**src/rtl/i2c_reg_bank_pkg.sv**
```systemverilog
// rtl/i2c_reg_bank_pkg.sv - address map, FSM state type and helpers for the I2C register bank
package i2c_reg_bank_pkg;

    localparam int ADDR_ID          = 32'h00;
    localparam int ADDR_ERR_CNT     = 32'h01;
    localparam int ADDR_IRQ_STATUS  = 32'h02;
    localparam int ADDR_IRQ_MASK    = 32'h03;
    localparam int ADDR_CTRL_BASE   = 32'h10;
    localparam int ADDR_STATUS_BASE = 32'h20;

    typedef enum logic {IDLE, BUSY} bank_state_t;

    function automatic logic [7:0] sat_inc(input logic [7:0] v);
        return (v == 8'hFF) ? v : v + 8'd1;
    endfunction

endpackage

```
**src/rtl/i2c_reg_bank_if.sv**
```systemverilog
// rtl/i2c_reg_bank_if.sv - register request/response bus between the I2C slave and the register bank
interface i2c_reg_bank_if #(
    parameter int ADDR_WIDTH = 8
) ();
    logic [ADDR_WIDTH-1:0] reg_address;
    logic                  reg_is_write;
    logic                  reg_request;
    logic [7:0]            reg_write_data;
    logic                  reg_response;
    logic [7:0]            reg_read_data;

    modport master (
        output reg_address, reg_is_write, reg_request, reg_write_data,
        input  reg_response, reg_read_data
    );

    modport slave (
        input  reg_address, reg_is_write, reg_request, reg_write_data,
        output reg_response, reg_read_data
    );
endinterface

```
**src/rtl/i2c_reg_bank_irq.sv**
```systemverilog
// rtl/i2c_reg_bank_irq.sv - interrupt edge detect, W1C status, mask and registered irq output
module i2c_reg_bank_irq (
    input  logic       clock,
    input  logic       reset,
    input  logic [7:0] irq_in,
    input  logic       w1c_valid,
    input  logic       mask_write,
    input  logic [7:0] write_data,
    output logic [7:0] irq_status,
    output logic [7:0] irq_mask,
    output logic       irq
);
    logic [7:0] irq_in_q;
    logic [7:0] irq_in_prev;
    logic [7:0] rise;
    logic [7:0] clear;

    assign rise  = irq_in_q & ~irq_in_prev;
    assign clear = w1c_valid ? write_data : 8'h00;

    always_ff @(posedge clock) begin
        if (reset) begin
            irq_in_q    <= 8'h00;
            irq_in_prev <= 8'h00;
            irq_status  <= 8'h00;
            irq_mask    <= 8'h00;
            irq         <= 1'b0;
        end else begin
            irq_in_q    <= irq_in;
            irq_in_prev <= irq_in_q;
            // A new edge in the same cycle as a clear keeps the bit set.
            irq_status  <= (irq_status & ~clear) | rise;
            if (mask_write) begin
                irq_mask <= write_data;
            end
            irq         <= |(irq_status & irq_mask);
        end
    end
endmodule

```
**src/rtl/i2c_reg_bank.sv**
```systemverilog
// rtl/i2c_reg_bank.sv - byte register bank with fixed-latency responses; IRQ block under I2C_REG_BANK_IRQ_EN
module i2c_reg_bank
    import i2c_reg_bank_pkg::*;
#(
    parameter int         ADDR_WIDTH = 8,
    parameter int         NUM_RW     = 8,
    parameter int         NUM_RO     = 4,
    parameter int         LATENCY    = 1,
    parameter logic [7:0] ID_VALUE   = 8'hA5
) (
    input  logic                 clock,
    input  logic                 reset,
    i2c_reg_bank_if.slave        bus,
    output logic [NUM_RW*8-1:0]  ctrl_regs,
    output logic [NUM_RW-1:0]    ctrl_wr_strobe,
    input  logic [NUM_RO*8-1:0]  status_in,
    input  logic [7:0]           irq_in,
    output logic                 irq
);
`ifdef I2C_REG_BANK_IRQ_EN
    localparam bit IRQ_EN = 1'b1;
`else
    localparam bit IRQ_EN = 1'b0;
`endif
    localparam logic [1:0] CNT_INIT = 2'(LATENCY - 1);

    if (ADDR_WIDTH < 6)                 begin : g_bad_aw  $error("ADDR_WIDTH must be >= 6");    end
    if (NUM_RW < 1 || NUM_RW > 16)      begin : g_bad_rw  $error("NUM_RW must be 1..16");       end
    if (NUM_RO < 1 || NUM_RO > 16)      begin : g_bad_ro  $error("NUM_RO must be 1..16");       end
    if (LATENCY < 1 || LATENCY > 4)     begin : g_bad_lat $error("LATENCY must be 1..4");       end

    bank_state_t         state_q, state_d;
    logic [1:0]          cnt_q, cnt_d;
    logic                respond_q;
    logic [7:0]          rdata_q;
    logic [7:0]          err_cnt_q;
    logic [NUM_RO*8-1:0] snap_q;
    logic [NUM_RW*8-1:0] ctrl_q;
    logic [NUM_RW-1:0]   strobe_q;

    logic [31:0]         addr;
    logic                accept, overrun, is_ctrl, wr_legal, wr_ok;
    logic [NUM_RW-1:0]   ctrl_sel;
    logic [7:0]          rd_d;
    logic [7:0]          irq_status, irq_mask;

    // Address decode and read mux, evaluated on the request cycle.
    always_comb begin
        addr     = 32'(bus.reg_address);
        accept   = bus.reg_request && (state_q == IDLE);
        overrun  = bus.reg_request && (state_q == BUSY);
        is_ctrl  = 1'b0;
        ctrl_sel = '0;
        rd_d     = 8'h00;
        for (int i = 0; i < NUM_RW; i++) begin
            if (addr == 32'(ADDR_CTRL_BASE + i)) begin
                is_ctrl     = 1'b1;
                ctrl_sel[i] = 1'b1;
                rd_d        = ctrl_q[i*8 +: 8];
            end
        end
        for (int j = 0; j < NUM_RO; j++) begin
            if (addr == 32'(ADDR_STATUS_BASE + j)) begin
                rd_d = (j == 0) ? status_in[7:0] : snap_q[j*8 +: 8];
            end
        end
        if (addr == 32'(ADDR_ID))                    rd_d = ID_VALUE;
        if (addr == 32'(ADDR_ERR_CNT))               rd_d = err_cnt_q;
        if (IRQ_EN && addr == 32'(ADDR_IRQ_STATUS))  rd_d = irq_status;
        if (IRQ_EN && addr == 32'(ADDR_IRQ_MASK))    rd_d = irq_mask;
        wr_legal = is_ctrl || (addr == 32'(ADDR_ERR_CNT)) ||
                   (IRQ_EN && (addr == 32'(ADDR_IRQ_STATUS) || addr == 32'(ADDR_IRQ_MASK)));
        wr_ok    = accept && bus.reg_is_write && wr_legal;
    end

    always_comb begin
        state_d           = state_q;
        cnt_d             = cnt_q;
        bus.reg_response  = 1'b0;
        bus.reg_read_data = 8'h00;
        case (state_q)
            IDLE: begin
                if (accept) begin
                    state_d = BUSY;
                    cnt_d   = CNT_INIT;
                end
            end
            BUSY: begin
                if (cnt_q == 2'd0) begin
                    state_d           = IDLE;
                    bus.reg_response  = respond_q;
                    bus.reg_read_data = respond_q ? rdata_q : 8'h00;
                end else begin
                    cnt_d = cnt_q - 2'd1;
                end
            end
            default: state_d = IDLE;
        endcase
    end

    always_ff @(posedge clock) begin
        if (reset) begin
            state_q   <= IDLE;
            cnt_q     <= 2'd0;
            respond_q <= 1'b0;
            rdata_q   <= 8'h00;
            err_cnt_q <= 8'h00;
            snap_q    <= '0;
            ctrl_q    <= '0;
            strobe_q  <= '0;
        end else begin
            state_q  <= state_d;
            cnt_q    <= cnt_d;
            strobe_q <= '0;
            if (accept) begin
                respond_q <= !bus.reg_is_write || wr_legal;
                rdata_q   <= bus.reg_is_write ? 8'h00 : rd_d;
                if (!bus.reg_is_write && addr == 32'(ADDR_STATUS_BASE)) begin
                    snap_q <= status_in;
                end
            end
            if (wr_ok && is_ctrl) begin
                for (int i = 0; i < NUM_RW; i++) begin
                    if (ctrl_sel[i]) ctrl_q[i*8 +: 8] <= bus.reg_write_data;
                end
                strobe_q <= ctrl_sel;
            end
            if (wr_ok && addr == 32'(ADDR_ERR_CNT)) begin
                err_cnt_q <= overrun ? 8'h01 : 8'h00;
            end else if (overrun) begin
                err_cnt_q <= sat_inc(err_cnt_q);
            end
        end
    end

    assign ctrl_regs      = ctrl_q;
    assign ctrl_wr_strobe = strobe_q;

`ifdef I2C_REG_BANK_IRQ_EN
    i2c_reg_bank_irq u_irq (
        .clock      (clock),
        .reset      (reset),
        .irq_in     (irq_in),
        .w1c_valid  (wr_ok && addr == 32'(ADDR_IRQ_STATUS)),
        .mask_write (wr_ok && addr == 32'(ADDR_IRQ_MASK)),
        .write_data (bus.reg_write_data),
        .irq_status (irq_status),
        .irq_mask   (irq_mask),
        .irq        (irq)
    );
`else
    logic unused_irq_in;
    assign unused_irq_in = ^irq_in;
    assign irq_status    = 8'h00;
    assign irq_mask      = 8'h00;
    assign irq           = 1'b0;
`endif
endmodule

```
**src/flat_wrapper.sv**
```systemverilog
// flat-port wrapper written by rule: the top's interface ports become plain ports
module i2c_reg_bank_flat import i2c_reg_bank_pkg::*;
#(
    parameter int         ADDR_WIDTH = 8,
    parameter int         NUM_RW     = 8,
    parameter int         NUM_RO     = 4,
    parameter int         LATENCY    = 1,
    parameter logic [7:0] ID_VALUE   = 8'hA5
)
  (clock, reset, ctrl_regs, ctrl_wr_strobe, status_in, irq_in, irq, bus_reg_address, bus_reg_is_write, bus_reg_request, bus_reg_write_data, bus_reg_response, bus_reg_read_data);
  i2c_reg_bank_if #(.ADDR_WIDTH(ADDR_WIDTH)) bus_i ();
  input  logic clock;
  input  logic reset;
  output logic [NUM_RW*8-1:0] ctrl_regs;
  output logic [NUM_RW-1:0] ctrl_wr_strobe;
  input  logic [NUM_RO*8-1:0] status_in;
  input  logic [7:0] irq_in;
  output logic irq;
  input wire logic [$bits(bus_i.reg_address)-1:0] bus_reg_address;
  input wire logic [$bits(bus_i.reg_is_write)-1:0] bus_reg_is_write;
  input wire logic [$bits(bus_i.reg_request)-1:0] bus_reg_request;
  input wire logic [$bits(bus_i.reg_write_data)-1:0] bus_reg_write_data;
  output wire logic [$bits(bus_i.reg_response)-1:0] bus_reg_response;
  output wire logic [$bits(bus_i.reg_read_data)-1:0] bus_reg_read_data;
  assign bus_i.reg_address = bus_reg_address;
  assign bus_i.reg_is_write = bus_reg_is_write;
  assign bus_i.reg_request = bus_reg_request;
  assign bus_i.reg_write_data = bus_reg_write_data;
  assign bus_reg_response = bus_i.reg_response;
  assign bus_reg_read_data = bus_i.reg_read_data;
  i2c_reg_bank #(.ADDR_WIDTH(ADDR_WIDTH), .NUM_RW(NUM_RW), .NUM_RO(NUM_RO), .LATENCY(LATENCY), .ID_VALUE(ID_VALUE)) u_core (.clock(clock), .reset(reset), .bus(bus_i), .ctrl_regs(ctrl_regs), .ctrl_wr_strobe(ctrl_wr_strobe), .status_in(status_in), .irq_in(irq_in), .irq(irq));
endmodule
```
**config.mk**
```make
export PLATFORM = sky130hd
export DESIGN_NAME = i2c_reg_bank_flat
export DESIGN_NICKNAME = d
export VERILOG_FILES = /design/src/rtl/i2c_reg_bank_pkg.sv /design/src/rtl/i2c_reg_bank_if.sv /design/src/rtl/i2c_reg_bank_irq.sv /design/src/rtl/i2c_reg_bank.sv /design/src/flat_wrapper.sv
export SDC_FILE = /design/constraint.sdc
export NUM_CORES = 1
export LEC_CHECK = 0
export BUFFER_PORTS_ARGS = -buffer_cell sky130_fd_sc_hd__clkbuf_2
export CORE_ASPECT_RATIO = 1.25
export CORE_MARGIN = 2
export CORE_UTILIZATION = 48
export DETAILED_ROUTE_END_ITERATION = 10
export PLACE_DENSITY_LB_ADDON = 0.05
export SETUP_SLACK_MARGIN = 0.2
export SYNTH_ARGS = -nofsm -noshare
export SYNTH_HDL_FRONTEND = slang
export SYNTH_SLANG_ARGS = --single-unit
```
**constraint.sdc**
```tcl
create_clock -name clock -period 2 [get_ports clock]
set_input_delay 0.4 -clock clock [delete_from_list [all_inputs] [get_ports clock]]
set_output_delay 0.4 -clock clock [all_outputs]
set_load 0.05 [all_outputs]
```
# --- Yosys cells after proc, flatten, opt, wreduce, memory -nomap -nowiden ---
# Cells that the tools add are included.
op_classes:
  magnitude_cmp: 0
  eq_ne: 17
  shift: 0
  div: 0
  reduce_logical: 25
  n_mul: 0
  n_bitwise: 2
  add_sub_neg: 2
  mux: 45
ops:
  columns: ["cell", "n"]
  rows:
  - ["two-way mux 8 bit", 21]
  - ["== test 8 x 5 -> 1 bit (second input constant)", 8]
  - ["== test 8 x 6 -> 1 bit (second input constant)", 4]
  - ["AND reduction 2 bit", 11]
  - ["two-way mux 1 bit", 20]
  - ["adder 8 x 1 -> 8 bit (second input constant)", 1]
  - ["== test 8 x 1 -> 1 bit (second input constant)", 1]
  - ["== test 8 bit (second input constant)", 1]
  - ["logical NOT 8 bit", 1]
  - ["logical AND 1 bit", 7]
  - ["two-way mux 2 bit", 2]
  - ["!= test 2 x 1 -> 1 bit (second input constant)", 2]
  - ["one-hot mux 2 bit (2 select lines)", 1]
  - ["logical NOT 2 bit", 1]
  - ["logical OR 1 bit", 2]
  - ["!= test 2 bit (second input constant)", 1]
  - ["NOT 1 bit", 2]
  - ["one-hot mux 1 bit (2 select lines)", 1]
  - ["nonzero test 2 bit", 1]
  - ["OR reduction 2 bit", 1]
  - ["subtractor 2 x 1 -> 2 bit (second input constant)", 1]
  - ["logical NOT 1 bit", 1]
word_totals:
  mem_bits_ro: 0
  word_cells: 106
  register_bits: 124
  output_inout_bits: 82
  ram_bits: 0
  latchBits: 0
  memories: 0

# --- Longest topological paths before layout ---
# Gate-level depths: netlist of run 1.
logic_depth:
  ltp_word: 16
  depth_mapped: 8

# --- Worst setup path before layout of run 1 ---
# Ideal clock, no wire load.
synth_path:
  path_kind: "register -> output"
  start: "register u_core.cnt_q[0]"
  end: "output port bus_reg_read_data[0]"
  n_path_buf: 1
  setup_slack_ns: -0.161
  stages_incl_launch_ff: 6
  t_arrival_ns: 1.761
  required_time_ns: 1.600
  path_cell_list: "dfxtp_1 > inv_1 > ha_1 > and3_1 > clkbuf_1 > and2_1"
synth_between:
  elab_chain_cells: 3
synth_lines:
  columns: ["element", "line_no", "text"]
  rows:
  - ["start: declaration", "i2c_reg_bank.sv:33", "logic [1:0] cnt_q, cnt_d;"]
  - ["start signal: assignment", "i2c_reg_bank.sv:113", "cnt_q <= cnt_d;"]
  - ["logical NOT 2 bit", "i2c_reg_bank.sv:89", "if (cnt_q == 2'd0) begin"]
  - ["two-way mux 8 bit", "i2c_reg_bank.sv:89", null]
  - ["two-way mux 8 bit", "i2c_reg_bank.sv:81", "case (state_q)"]
  - ["end: declaration", "flat_wrapper.sv:24", "output wire logic [$bits(bus_i.reg_read_data)-1:0] bus_reg_read_data;"]
# No other way between the ends.

# --- Worst setup path in the final report of run 1 ---
layout_path:
  start: "register u_core.cnt_q[1]"
  end: "output port bus_reg_read_data[3]"
# Same word-level chain as after synthesis.

==> results of run 1 <==
-- where the power goes --
group / internal, mW / leakage [nW] / switching (mW)
Clock: 2.04 / 0.293 / 1.13
Combinational: 0.174 / 1.82 / 0.254
Sequential: 2.32 / 0.936 / 0.0109
Total: 4.54 / 3.04 / 1.39
-- final cells by class --
| cell class | count | area (sq um) | share of cell area [%] |
|---|---|---|---|
| flip-flops and latches | 116 | 2325 | 30.85 |
| inverters | 5 | 18.77 | 0.2491 |
| clock buffers | 19 | 452.9 | 6.011 |
| multi-input cells | 498 | 2988 | 39.65 |
| clock inverters | 13 | 172.7 | 2.292 |
| well taps | 135 | 168.9 | 2.242 |
| repair buffers | 204 | 1409 | 18.70 |
-- timing repair --
| item | in CTS | in global routing |
|---|---|---|
| endpoints found under the setup margin | 9 | 36 |
| pin swaps | 8 | 2 |
| resized for setup | 38 | 8 |
| buffers inserted | 2 | 1 |
| gates cloned | 1 | 0 |
-- metrics by stage --
step | hold WS [ns] | setup TNS [ns] | setup slack [ns] | util, %
2_1_floorplan | 0.4318 | 0 | 0.1524 | -
3_3_place_gp | 0.4434 | -0.3318 | -0.1033 | 60.41
3_5_place_dp | 0.4467 | -0.9202 | -0.1233 | 60.41
4_1_cts | 0.1894 | 0 | 0.1137 | 67.80
5_1_grt | 0.1964 | 0 | 0.07149 | 67.98
6_report | 0.2069 | 0 | 0.1111 | 67.98
-- logic make-up after synthesis --
group / count (synthesis)
flip-flops: 116
AND/OR/NAND/NOR: 298
multiplexers: 39
AO/OA/AOI/OAI: 151
buffers and inverters: 52
XOR/XNOR: 6
adder cells (fa/ha/maj): 2
other: 1
-- flip-flops by register name, summed over array words and instances, names as in the netlist --
| signal | count |
|---|---|
| u_core.cnt_q | 2 |
| u_core.ctrl_regs | 64 |
| u_core.ctrl_wr_strobe | 8 |
| u_core.err_cnt_q | 8 |
| u_core.rdata_q | 8 |
| u_core.respond_q | 1 |
| u_core.snap_q | 24 |
| u_core.state_q | 1 |
-- Yosys cell counts, drive strengths merged (5+ instances only) --
| cell | instances | area, sq um |
|---|---|---|
| a221oi | 9 | 97.59 |
| or3 | 5 | 31.28 |
| clkbuf | 28 | 105.1 |
| dfxtp | 116 | 2322 |
| nor2b | 5 | 31.28 |
| nor3b | 5 | 48.80 |
| buf | 19 | 102.6 |
| o31ai | 6 | 45.04 |
| nand2b | 7 | 43.79 |
| mux4 | 8 | 180.2 |
| o21ai | 18 | 90.08 |
| nor3 | 17 | 131.4 |
| xnor2 | 5 | 43.79 |
| a21oi | 89 | 445.4 |
| mux2i | 22 | 220.2 |
| mux2 | 9 | 101.4 |
| nor4 | 7 | 43.79 |
| nor2 | 50 | 206.5 |
| nand3 | 15 | 80.08 |
| and2 | 10 | 62.56 |
| inv | 5 | 18.77 |
| o22ai | 6 | 37.54 |
| nand2 | 162 | 610.6 |
-- layout by cell type (no fill, tap or decap), drive strengths merged, types with 8 or more instances in the layout --
cell type / n
nand3: 15
nor3: 17
mux4: 8
buf: 76
o21ai: 18
mux2i: 22
clkbuf: 147
a221oi: 9
a21oi: 89
inv: 8
and2: 10
nand2: 162
mux2: 9
nor2: 50
dfxtp: 116
-- metal layers --
metal,share of wire (%),GRT usage (%),vias to the layer above
li1,-,-,2676
met2,52,51.94,213
met4,2.4,11.82,0
met1,38,35.76,2656
met3,7.1,6.783,29
met5,0,0,-
-- critical path, stage by stage (launching register included) --
cell and delay, ns:
dfxtp_2 0.32, inv_2 0.06, ha_4 0.15, and3_4 0.22
and2_4 0.16, clkbuf_16 0.15
-- final timing paths --
path / slack (ns) / start / cells after the start / to
max: 0.11 / u_core.cnt_q[1] / 5 / bus_reg_read_data[3]
max reg2reg: 0.31 / u_core.ctrl_regs[5] / 6 / u_core.rdata_q[5]
min reg2reg: 0.46 / u_core.snap_q[20] / 2 / u_core.snap_q[20]
min: 0.21 / status_in[19] / 3 / u_core.snap_q[19]
==> results.toml, run 1 <==
[status]
status = "complete, no violations"

[clock_tree]
ctsLongestPathBuffers = 2
clk_latency_ns = 0.42
cts_sinks = 116
cts_hold_buf = 0
cts_tree = "done"
h-tree-depth = 4
cts_inserted_buffers = 17
cts-root-buf = "clkbuf_16"
cts.clk_slew.worst_paths_ns = 0.06

[global_route]
gr-total-overflow = 0
grt_use_total_pct = 29.85
antenna_found_initial = 0
grt_pass1_vias = 5412
grt_max_degree = 61
grt_pass1_wl_mm = 28.10

[layout]
num-fill-cells = 930
instances_no_fill = 990
antennaDiodeCount = 0
stdcell_area_sq_um = 7535
drive_above_1_share_pct = 34.74
fin_nets = 904
syn2layout_area_growth_pct = 38.15

[logic_synthesis]
synthesis.instances = 665
synth_edf_count = 0
synth.yosys.warnings = 0
synth-simple-area-share_pct = 25.69
synth_top_family_by_area = "simple AND/OR/NAND/NOR gates"
yosys_register_bits = 116
syn_area_per_cell_sq_um = 8.201
mappedNetlistNets = 727
synth_compound_area_share_pct = 16.88
synthAdderAreaFrac_pct = 0.4588
syn_area_sq_um = 5454
synth_mux_area_share_pct = 9.199
ys_types = 59
synth-seq-area-share_pct = 42.58
synthFlopType = "dfxtp_1"
synth-xor-area-share_pct = 0.9635
synth-async-reset-ratio_pct = 0

[detailed_routing]
num_vias = 5574
vias_per_cell = 5.630
dr.pass1.iters = 9
drt_iter0_drc = 374
drt-total-wl_mm = 17.86
drc = 0
postRouteAntennaNets = 0
wl_per_cell_microns = 18.04

[worst_setup_path]
crit_path_max_fanout = 5
crit_arrival_ns = 1.49
cp-start-kind = "register"
crit_type = "reg -> out"
cp-end-kind = "output pin"
worstPathRequired_ns = 1.60

[power]
finalPower_mw = 5.929
irDropWorstVdd_mv = 0.5991
p_per_area_nw_per_um2 = 786.9
p_leak_nw = 3.044

[sta]
tightest_slew_ns = 0.5363
rsz0062_at_grt = "yes"
final_max_slew_viol_count = 0
hold_violations = 0
max_freq_ghz = 0.5294
setup_viol = 0
fin_skew_ns = 0.01453
slew_headroom_pct = 64.25
post-route-min-period_ns = 1.889
period_share_pct = 94.44

[worst_hold_path]
hold_class = "in -> reg"

[placed_design]
dpl_cell_area_sq_um = 6695
dp_hpwl_mm = 13.20
dp_cells = 954
gp_congestion = 0.9321
portBuffers = 132

[floorplanning]
dieArea_sq_um = 12240
die_y_microns = 123.2
fp.dieW_microns = 99.34
coreArea_sq_um = 11080
ios = 142
core.rowCount = 43
start_util_pct = 49.21

[job]
drv_cap = 0
Power figures use the tool's default switching activity.
==> inputs of run 2 (changes only) <==
==> constraint.sdc (replaced) <==
create_clock -name clock -period 2 [get_ports clock]
set_input_delay 0.5 -clock clock [delete_from_list [all_inputs] [get_ports clock]]
set_output_delay 0.5 -clock clock [all_outputs]
set_load 0.05 [all_outputs]
==> run 2 against run 1 <==
Against the previous run:
- sequential share of layout area fell by 0.93 points
- die area unchanged
- via count rose by 2.4%
- highest routed layer unchanged
- first-iteration DRC count fell by 24%
- sequential power barely moved
==> results.toml, run 2 (synthesis gave the netlist of run 1 again) <==
[clock_tree]
cts_hold_buf = 0
clk_latency_ns = 0.41
cts_inserted_buffers = 17
h-tree-depth = 4
cts_sinks = 116
cts.clk_slew.worst_paths_ns = 0.06
cts_tree = "done"
ctsLongestPathBuffers = 2
cts-root-buf = "clkbuf_16"

[placed_design]
gp_congestion = 0.9082
dpl_cell_area_sq_um = 6874
pre_cts_slack_ns = -0.2065
dp_cells = 972
portBuffers = 132
dp_hpwl_mm = 13.60

[detailed_routing]
dr.pass1.iters = 5
wl_per_cell_microns = 18.47
num_vias = 5707
vias_per_cell = 5.656
drc = 0
drt-total-wl_mm = 18.63
drt_iter0_drc = 285
postRouteAntennaNets = 0

[layout]
syn2layout_area_growth_pct = 42.46
fin_nets = 923
stdcell_area_sq_um = 7770
drive_above_1_share_pct = 37.30
largest_reg_flops = 64
fin_util_pct = 70.11
final_cell_mix = "nand2_1, clkbuf_2, dfxtp_1, a21oi_1, buf_4"
instances_no_fill = 1009
final_common_cell = "nand2_1"
antennaDiodeCount = 0

[sta]
hold_violations = 0
timing.final.ws_setup_ns = 0.009326
final_max_slew_viol_count = 0
setup_viol = 0
tns_ns = 0
post-route-min-period_ns = 1.991
max_freq_ghz = 0.5023
fin_skew_ns = 0.007092
period_share_pct = 99.53
rsz0062_at_grt = "yes"
whs_ns = 0.3066

[global_route]
met3_usage_pct = 6.840
use_met1_pct = 35.53
gr-total-overflow = 0
top_usage_layer = "met2"
grt_use_total_pct = 30.59
antenna_found_initial = 0
grt_pass1_wl_mm = 28.72
grt_pass1_vias = 5485
grt_max_degree = 63
use_met2_pct = 53.21

[worst_hold_path]
hold_class = "in -> reg"

[floorplanning]
die_y_microns = 123.2
coreArea_sq_um = 11080
dieArea_sq_um = 12240
core.rowCount = 43
fp.dieW_microns = 99.34
ios = 142
start_util_pct = 49.21

[worst_setup_path]
crit_arrival_ns = 1.49
crit_path_max_fanout = 5
cp_cell_sequence = "inv_2, ha_4, and3_4, and2_4, clkbuf_16"
path_delay_family = "simple AND/OR/NAND/NOR gates"
slowest_stage = "dfxtp_2"
crit_type = "reg -> out"
cp-start-kind = "register"
regToRegSetupSlack_ns = 0.31
cp_slowest_stage_delay_ns = 0.33
worstPathRequired_ns = 1.50
cp-end-kind = "output pin"
critPathBufInv = 2

[job]
drv_cap = 0

[power]
irDropWorstVdd_mv = 0.6225
finalPower_mw = 5.957
p_per_area_nw_per_um2 = 766.6
p_leak_nw = 3.162

[status]
status = "complete, no violations"
## run 2: worst paths after layout
| path | start | end | cells past startpoint |
|---|---|---|---|
| worst min-delay path | status_in[11] | u_core.snap_q[11] | 3 |
| worst max-delay path | u_core.cnt_q[0] | bus_reg_read_data[4] | 5 |
| worst min register to register | u_core.snap_q[17] | u_core.snap_q[17] | 2 |
| worst max register to register | u_core.state_q | u_core.ctrl_regs[6] | 6 |
## run 2: area by class of cell
class / count / area, sq um
Inverter: 5 / 18.77
Multi-Input combinational cell: 498 / 3044
Sequential cell: 116 / 2325
Clock inverter: 14 / 177.7
Fill cell: 917 / 3313
Tap cell: 135 / 168.9
Clock buffer: 18 / 439.2
Timing Repair Buffer: 223 / 1597
## run 2: power by group
part	leakage [nW]	total [mW]	internal, mW	switching [mW]
Combinational	1.94	0.470	0.201	0.269
Sequential	0.936	2.33	2.32	0.0115
Clock	0.290	3.15	2.00	1.15
## run 2: worst reg2reg max path, cell delays in order, from the launching register on
cell	delay (ns)
dfxtp_1	0.45
and3b_2	0.32
and3_1	0.21
buf_4	0.17
nand2_4	0.17
mux2i_1	0.22
nor2_1	0.06
## run 2: routing by layer
layer  vias to the layer above  part of all wire (%)
li1                       2720                     -
met4                         0                   3.3
met1                      2721                    40
met2                       226                    52
met3                        40                   5.4
met5                         -                     0
## run 2: timing repair
| item | in CTS | in global routing |
|---|---|---|
| setup endpoints to repair | 9 | 56 |
| resized for setup | 42 | 12 |
| gates cloned | 1 | 0 |
| setup buffers | 2 | 2 |
| pin swaps | 10 | 2 |
==> inputs of run 3 (changes only) <==
--- a/config.mk
+++ b/config.mk
@@ -8,7 +8,7 @@
 export BUFFER_PORTS_ARGS = -buffer_cell sky130_fd_sc_hd__clkbuf_2
 export CORE_ASPECT_RATIO = 1.25
 export CORE_MARGIN = 2
-export CORE_UTILIZATION = 48
+export CORE_UTILIZATION = 50
 export DETAILED_ROUTE_END_ITERATION = 10
 export PLACE_DENSITY_LB_ADDON = 0.05
 export SETUP_SLACK_MARGIN = 0.2
==> constraint.sdc (replaced) <==
create_clock -name clock -period 2.2 [get_ports clock]
set_input_delay 0.55 -clock clock [delete_from_list [all_inputs] [get_ports clock]]
set_output_delay 0.55 -clock clock [all_outputs]
set_load 0.1 [all_outputs]
==> run 3 against run 2 <==
Against the previous run:
- clock skew grew 0.0010 ns
- sequential share of layout area rose by 1.6 points
- global-route usage decreased by 0.46 points
- combinational power shrank 18%
- critical endpoint unchanged
- largest cell class unchanged
- largest power group unchanged
==> results.toml, run 3 (synthesis gave the netlist of run 1 again) <==
[detailed_routing]
wl_per_cell_microns = 18.05
drt_iter0_drc = 317
drc = 0
highest_layer = "met4"
dr.pass1.iters = 5
dr_wl_met2_mm = 9.274
drt-total-wl_mm = 17.62
wl_met1_mm = 6.796
postRouteAntennaNets = 0
vias_per_cell = 5.720
num_vias = 5583
dr_wl_met3_mm = 1.061

[sta]
max_freq_ghz = 0.4902
hold_violations = 0
setup_viol = 0
tns_ns = 0
post-route-min-period_ns = 2.040
slew_headroom_pct = 61.85
fin_skew_ns = 0.008096
tightest_slew_ns = 0.5722
timing.final.ws_setup_ns = 0.1600
rsz0062_at_grt = "yes"
whs_ns = 0.3515
period_share_pct = 92.73
final_max_slew_viol_count = 0

[placed_design]
dpl_cell_area_sq_um = 6765
pre_cts_slack_ns = -0.08850
dp_hpwl_mm = 12.96
gp_congestion = 0.9651
portBuffers = 132

[power]
p_leak_nw = 2.954
p_per_area_nw_per_um2 = 701.4
irDropWorstVdd_mv = 0.4638

[global_route]
grt_pass1_wl_mm = 27.90
gr-total-overflow = 0
grt_use_total_pct = 30.13
antenna_found_initial = 0
grt_max_degree = 57
grt_pass1_vias = 5526

[worst_setup_path]
cp-end-kind = "output pin"
crit_type = "reg -> out"
timing.rr.start = "u_core.state_q"
worstPathRequired_ns = 1.65
cp-start-kind = "register"
crit_arrival_ns = 1.49
crit_path_max_fanout = 5
crit_start = "u_core.cnt_q[1]"

[layout]
drive_above_1_share_pct = 33.77
num-fill-cells = 879
antennaDiodeCount = 0
syn2layout_area_growth_pct = 35.60
largest_reg_flops = 64
final_cell_mix = "nand2_1, clkbuf_2, dfxtp_1, a21oi_1, buf_4"
final_common_cell = "nand2_1"
fin_util_pct = 69.67
fin_nets = 893
stdcell_area_sq_um = 7396

[job]
drv_cap = 0

[clock_tree]
clk_latency_ns = 0.41
h-tree-depth = 4
cts_sinks = 116
cts-root-buf = "clkbuf_16"
ctsLongestPathBuffers = 2
cts_tree = "done"
cts.clk_slew.worst_paths_ns = 0.05
cts_inserted_buffers = 17
cts_hold_buf = 0

[floorplanning]
fp.dieW_microns = 97.42
coreArea_sq_um = 10620
start_util_pct = 51.38
ios = 142
core.rowCount = 42
dieArea_sq_um = 11760
die_y_microns = 120.8

[worst_hold_path]
hold_start = "status_in[24]"
hold_class = "in -> reg"

[status]
status = "complete, no violations"
==> run 3: cell count changes in the layout (fill, tap and decap cells not counted), moves of 2 or more <==
cell / change
clkbuf_16: -8
nand3_2: -5
buf_12: +9
nand3_1: +5
dfxtp_2: +4
o21ai_0: +3
clkinv_2: +2
buf_4: -29
clkbuf_1: +2
o21ai_1: -3
inv_6: -2
dfxtp_1: -4
==> run 3: final cells by class <==
type                            count  area (sq um)  share of cell area (%)
Multi-Input combinational cell    498          2972                   40.18
Sequential cell                   116          2330                   31.50
Timing Repair Buffer              193          1333                   18.02
Clock buffer                       20         446.7                   6.040
Tap cell                          132         165.2                   2.233
Clock inverter                     12         131.4                   1.776
Inverter                            5         18.77                  0.2538
==> run 3: final timing paths <==
path | to | slack, ns | cells after the start
worst min-delay path | u_core.snap_q[24] | 0.35 | 3
worst min register to register | u_core.snap_q[22] | 0.46 | 2
worst max register to register | u_core.ctrl_regs[31] | 0.43 | 7
worst max-delay path | bus_reg_read_data[4] | 0.16 | 5
==> run 3: layer usage <==
layer	global-route usage, %	vias up
li1	-	2655
met1	34.50	2654
met2	54.40	235
met3	6.012	39
met4	12.85	0
met5	0	-
==> run 3: stage by stage <==
stage | std cells | total power, mW
finish | 976 | 5.187
global route | 976 | 5.315
CTS | 976 | 5.196
detailed placement | 941 | 2.539
global placement | 941 | 2.532
floorplan | 665 | 2.374
==> run 3: repair_timing <==
action,CTS,global route
pin swaps,10,0
resized for setup,10,2
setup endpoints to repair,9,10
buffers inserted,2,0
gates cloned,1,0
hold endpoints to repair,0,0
==> run 3: power by group <==
group          leakage (nW)  total [mW]  switching, mW  internal [mW]
Clock                 0.272        2.68          0.987           1.69
Combinational          1.74       0.384          0.237          0.147
Sequential            0.938        2.12         0.0116           2.11
==> run 3: worst max-delay path, cell delays in order (launching register included) <==
cell     delay, ns
dfxtp_2       0.32
inv_2         0.06
ha_4          0.15
and3_4        0.22
and2_4        0.16
buf_12        0.16
